`src/rtl/sap_ctrl_seq.sv`:
```
`default_nettype none
// ============================================================================
// Module      : sap_ctrl_seq
// Description : Control sequencer for the 8-bit SAP datapath. Steps a T-state
//               ring through fetch (T1-T3) and execute (T4-T6), decoding the
//               opcode in ir[7:4] into one-hot datapath control strobes.
//               Optional macro SAP_CTRL_VARLEN_EN: each instruction returns
//               to T1 right after its last active T-state instead of always
//               padding out to T6.
// Revision    : 1.0 - initial release
// ============================================================================
module sap_ctrl_seq #(
    parameter int T_MAX = 6,
    parameter int OPW   = 4
) (
    input  logic       clk,
    input  logic       reset,
    input  logic       run,
    input  logic [7:0] ir,
    input  logic       flag_c,
    input  logic       flag_z,
    output logic       pc_inc,
    output logic       pc_load,
    output logic       pc_oe,
    output logic       mar_ld,
    output logic       mem_oe,
    output logic       mem_we,
    output logic       ir_ld,
    output logic       ir_oe,
    output logic       a_ld,
    output logic       a_oe,
    output logic       b_ld,
    output logic       alu_oe,
    output logic       alu_sub,
    output logic       flags_ld,
    output logic       out_ld,
    output logic       halted,
    output logic       instr_done,
    output logic [2:0] tstate
);

    // HALT encodes as 0 so tstate can be the raw state value
    typedef enum logic [2:0] {
        S_HALT = 3'd0,
        S_T1   = 3'd1,
        S_T2   = 3'd2,
        S_T3   = 3'd3,
        S_T4   = 3'd4,
        S_T5   = 3'd5,
        S_T6   = 3'd6
    } state_t;

    localparam logic [OPW-1:0] c_OP_LDA = OPW'(4'h1);
    localparam logic [OPW-1:0] c_OP_ADD = OPW'(4'h2);
    localparam logic [OPW-1:0] c_OP_SUB = OPW'(4'h3);
    localparam logic [OPW-1:0] c_OP_STA = OPW'(4'h4);
    localparam logic [OPW-1:0] c_OP_LDI = OPW'(4'h5);
    localparam logic [OPW-1:0] c_OP_JMP = OPW'(4'h6);
    localparam logic [OPW-1:0] c_OP_JC  = OPW'(4'h7);
    localparam logic [OPW-1:0] c_OP_JZ  = OPW'(4'h8);
    localparam logic [OPW-1:0] c_OP_OUT = OPW'(4'hE);
    localparam logic [OPW-1:0] c_OP_HLT = OPW'(4'hF);

    state_t         r_state;
    state_t         w_next;
    state_t         w_last_t;
    logic [OPW-1:0] w_op;
    logic           w_active;

    assign w_op     = ir[7 -: OPW];
    // Strobes are forced low while reset is held, while stalled and in HALT
    assign w_active = reset && run && (r_state != S_HALT);
    assign tstate   = r_state;
    assign halted   = (r_state == S_HALT);

    // Final T-state of the current instruction
    always_comb begin
        w_last_t = S_T6;
`ifdef SAP_CTRL_VARLEN_EN
        if ((w_op == c_OP_LDA) || (w_op == c_OP_STA))
            w_last_t = S_T5;
        else if ((w_op == c_OP_ADD) || (w_op == c_OP_SUB))
            w_last_t = S_T6;
        else
            w_last_t = S_T4;
`endif
    end

    // State register: async active-low reset returns to T1
    always_ff @(posedge clk or negedge reset) begin
        if (!reset)
            r_state <= S_T1;
        else
            r_state <= w_next;
    end

    // Next-state: advance only while running; HALT is a sink left only by reset
    always_comb begin
        w_next = r_state;
        if (run) begin
            if (r_state == S_HALT)
                w_next = S_HALT;
            else if ((r_state == S_T4) && (w_op == c_OP_HLT))
                w_next = S_HALT;
            else if (r_state == w_last_t)
                w_next = S_T1;
            else
                w_next = state_t'(r_state + 3'd1);
        end
    end

    // Strobe decode from current T-state, opcode and flags
    always_comb begin
        pc_inc     = 1'b0;
        pc_load    = 1'b0;
        pc_oe      = 1'b0;
        mar_ld     = 1'b0;
        mem_oe     = 1'b0;
        mem_we     = 1'b0;
        ir_ld      = 1'b0;
        ir_oe      = 1'b0;
        a_ld       = 1'b0;
        a_oe       = 1'b0;
        b_ld       = 1'b0;
        alu_oe     = 1'b0;
        alu_sub    = 1'b0;
        flags_ld   = 1'b0;
        out_ld     = 1'b0;
        instr_done = 1'b0;
        if (w_active) begin
            instr_done = (r_state == w_last_t) ||
                         ((r_state == S_T4) && (w_op == c_OP_HLT));
            case (r_state)
                S_T1: begin
                    pc_oe  = 1'b1;
                    mar_ld = 1'b1;
                end
                S_T2: pc_inc = 1'b1;
                S_T3: begin
                    mem_oe = 1'b1;
                    ir_ld  = 1'b1;
                end
                S_T4: begin
                    case (w_op)
                        c_OP_LDA, c_OP_ADD, c_OP_SUB, c_OP_STA: begin
                            ir_oe  = 1'b1;
                            mar_ld = 1'b1;
                        end
                        c_OP_LDI: begin
                            ir_oe = 1'b1;
                            a_ld  = 1'b1;
                        end
                        c_OP_JMP: begin
                            ir_oe   = 1'b1;
                            pc_load = 1'b1;
                        end
                        c_OP_JC: begin
                            ir_oe   = 1'b1;
                            pc_load = flag_c;
                        end
                        c_OP_JZ: begin
                            ir_oe   = 1'b1;
                            pc_load = flag_z;
                        end
                        c_OP_OUT: begin
                            a_oe   = 1'b1;
                            out_ld = 1'b1;
                        end
                        default: ;
                    endcase
                end
                S_T5: begin
                    case (w_op)
                        c_OP_LDA: begin
                            mem_oe = 1'b1;
                            a_ld   = 1'b1;
                        end
                        c_OP_ADD, c_OP_SUB: begin
                            mem_oe = 1'b1;
                            b_ld   = 1'b1;
                        end
                        c_OP_STA: begin
                            a_oe   = 1'b1;
                            mem_we = 1'b1;
                        end
                        default: ;
                    endcase
                end
                S_T6: begin
                    if ((w_op == c_OP_ADD) || (w_op == c_OP_SUB)) begin
                        alu_oe   = 1'b1;
                        a_ld     = 1'b1;
                        flags_ld = 1'b1;
                        alu_sub  = (w_op == c_OP_SUB);
                    end
                end
                default: ;
            endcase
        end
    end

    // Structural guarantees of the decode
    a_pc_excl: assert property (@(posedge clk) disable iff (!reset)
                                !(pc_inc && pc_load));
    a_one_drv: assert property (@(posedge clk) disable iff (!reset)
                                $onehot0({pc_oe, mem_oe, ir_oe, a_oe, alu_oe}));
    a_tmax:    assert property (@(posedge clk) T_MAX == 6);

endmodule
`default_nettype wire

```
`config.mk`:
```
export PLATFORM = sky130hd
export DESIGN_NAME = sap_ctrl_seq
export DESIGN_NICKNAME = d
export VERILOG_FILES = /design/src/rtl/sap_ctrl_seq.sv
export SDC_FILE = /design/constraint.sdc
export NUM_CORES = 1
export LEC_CHECK = 0
export CAP_MARGIN = 20
export CELL_PAD_IN_SITES_DETAIL_PLACEMENT = 1
export CELL_PAD_IN_SITES_GLOBAL_PLACEMENT = 1
export CORE_MARGIN = 8
export CORE_UTILIZATION = 21
export DETAILED_ROUTE_END_ITERATION = 10
export GPL_ROUTABILITY_DRIVEN = 0
export GPL_TIMING_DRIVEN = 1
export MAX_ROUTING_LAYER = met4
export PLACE_DENSITY = 0.84
export SLEW_MARGIN = 10
export SYNTH_ARGS = -nofsm -noshare
export SYNTH_HDL_FRONTEND = slang
export SYNTH_SLANG_ARGS = --single-unit
```
`constraint.sdc`:
```
create_clock -name clk -period 1.4 [get_ports clk]
set_input_delay 0.14 -clock clk [delete_from_list [all_inputs] [get_ports clk]]
set_output_delay 0.14 -clock clk [all_outputs]
set_load 0.01 [all_outputs]
```
==> metrics.cfg <==
[status]
status=finished, violations left
violations=negative setup slack

[job]
max_cap_viol_count=0

[synthesis]
netlist_area_um2=503.0
synth_seq_area_share=0.1517
ys_warn_count=0
synth_area_leaders=dfrtp_1, dfstp_2, xor2_1
synth.avg_cell_area_um2=7.185
ys_types=35
yosys.area.top_type=dfrtp_1
ys_seq_elements=3
synth.net_count=84
synth_top_area_frac=0.09950
synthCells=70

[sta]
rsz0062_at_grt=yes
fin_skew_ns=0.003903
slew-limit-headroom=0.7147
worst_slack_ns=-0.5349
drv_slew=0
finalSetupViolCount=19
hold_viol=0
max_clock_freq_mhz=516.8
min_period_over_period=1.382
layout_min_cycle_time_ns=1.935
tightest_slew_ns=0.4279

[layout]
area_delta_synth_final_pct=166.9
stdcell_area_um2=1343
largest_register_ffs=3
layout-drive-gt1-share=0.6992
nets=148
n_fill_cell=264
num_antenna_cells=0

[clocking]
clockRootBuffer=clkbuf_4
cts_tree=yes
h-tree-depth=1
ctsLongestPathBuffers=2
worstSkewPairLatency_ns=0.23
hold_buffers=0
cts_buffers=3
cts_sinks=3
path_clk_slew_ns=0.03

[routing]
vias_per_cell=5.106
routedWlPerCell_um=20.19
dr.pass1.iters=4
routed_wl_um=3250
vias=822
drt-initial-drc-count=12
route.detailed.drc=0
postRouteAntennaNets=0

[floorplan]
ios=33
die_x_um=64.94
fp-row-count=17
dieArea_um2=4217
start_util=0.2252
core_um2=2233
die_h_um=64.94

[power_and_ir_drop]
irDropWorstVdd_mv=1.365
leakage_nw=0.5524
p_total_mw=1.880
powerDensity_nw_per_um2=1400

[global_route]
grt_first_pass_wirelength_um=4664
antenna_found_initial=0
overflow=0
grt_max_degree=11
grt_pass1_vias=917
track_usage=0.1413

[worst_setup_path]
startpoint=tstate[0]
arrival_ns=1.79
worstSetupPathType=register to primary output
cp-start-kind=register
crit_required_ns=1.26
end_kind=primary output
r2r-start=tstate[1]
worstPathMaxFanout=4

[hold_path]
hp-class=primary input to async pin

[placed_design]
dp_hpwl_um=2022
io_buffers=28
place_area_um2=1080

==> where the power goes <==
part / internal (mW) / switching, mW / total (mW)
clock: 0.107 / 0.0448 / 0.152
sequential: 0.140 / 0.0718 / 0.212
combinational: 0.808 / 0.708 / 1.52
total: 1.05 / 0.825 / 1.88
==> metrics by stage <==
stage	utilization	worst slack (ns)	instances	setup TNS (ns)	hold slack [ns]
6_report	0.6011	-0.5349	161	-6.306	0.2604
5_1_grt	0.6011	-0.6060	161	-7.306	0.2711
4_1_cts	0.5563	-0.5507	160	-6.305	0.2477
3_5_place_dp	0.4835	-0.9359	147	-12.08	0.4711
3_3_place_gp	0.4835	-0.8656	147	-11.38	0.4775
2_1_floorplan	-	-0.1409	70	-0.8372	-0.1556
==> cell usage after synthesis <==
library cell,count
a21oi_1,2
nor4b_1,1
dfstp_2,1
nand2b_1,3
nand4b_1,1
nand3_1,4
o22ai_1,1
nor4_1,3
xor2_1,3
ha_1,1
buf_2,5
clkbuf_2,1
and2_1,1
nand2_1,2
o32ai_1,2
nor3b_1,1
nor3_1,4
o21bai_1,1
dfrtp_1,2
nand4_1,1
buf_4,2
or3b_2,1
a2111oi_2,1
o311ai_2,1
o21ai_1,1
or3_1,3
nor2_1,6
nand4bb_1,1
or3b_4,1
nand3b_1,1
inv_1,6
a2111oi_0,1
o21ai_0,3
or2_1,1
nor4bb_1,1
==> critical path, cell delays in order (launching register included) <==
cell and delay (ns):
dfstp_2 0.61, buf_12 0.13, nand4bb_4 0.14, or3_4 0.41, a21oi_2 0.13, buf_2 0.14
==> cell usage in the layout, fill, tap and decap left out, types with 2 or more instances in the layout <==
| cell type | n |
|---|---|
| inv_1 | 3 |
| clkdlybuf4s50_1 | 7 |
| xor2_1 | 3 |
| buf_2 | 10 |
| nor3_2 | 2 |
| or3_4 | 3 |
| inv_2 | 2 |
| o21ai_0 | 3 |
| nand2b_1 | 2 |
| clkbuf_4 | 3 |
| nor4_4 | 2 |
| dlygate4sd2_1 | 2 |
| nor2_4 | 3 |
| nand3_1 | 4 |
| o32ai_2 | 2 |
| buf_4 | 27 |
| buf_6 | 16 |
| or3b_4 | 2 |
| nor2_1 | 3 |
==> area by class of cell <==
type	count	area [um^2]	share of cell area
inverters	6	25.02	0.01864
flip-flops and latches	3	77.57	0.05778
clock buffers	4	26.28	0.01957
multi-input cells	53	593.1	0.4418
repair buffers	67	585.6	0.4362
well taps	28	35.03	0.02610
==> metal layers <==
layer,wire [um],vias up,track usage,share of wire
li1,-,383,-,-
met1,1311,406,0.1490,0.40
met2,1758,31,0.2559,0.54
met3,146,2,0.03436,0.045
met4,34,0,0.03815,0.010
met5,0,-,-,0
==> cells by family after synthesis <==
group / after synthesis / synth area share
compound gates: 13 / 0.2015
simple gates: 36 / 0.4354
xor+xnor: 3 / 0.05225
buf+inv: 14 / 0.1343
flops: 3 / 0.1518
fa+ha+maj: 1 / 0.02487
==> timing repair <==
action	in CTS	in global routing
buffers inserted	9	4
gates resized for setup	95	27
pin swaps	10	11
gates cloned	0	0
setup endpoints to repair	21	21
==> worst paths after layout <==
path,to,slack [ns],cells after the start
max reg2reg,tstate[2],-0.09,5
min reg2reg,tstate[1],0.76,3
max in group asynchronous,tstate[0],0.96,2
min,tstate[2],0.26,2
max,mem_oe,-0.53,5
min in group clk,tstate[2],0.67,3
No activity file was read; power rests on OpenSTA's default activity.
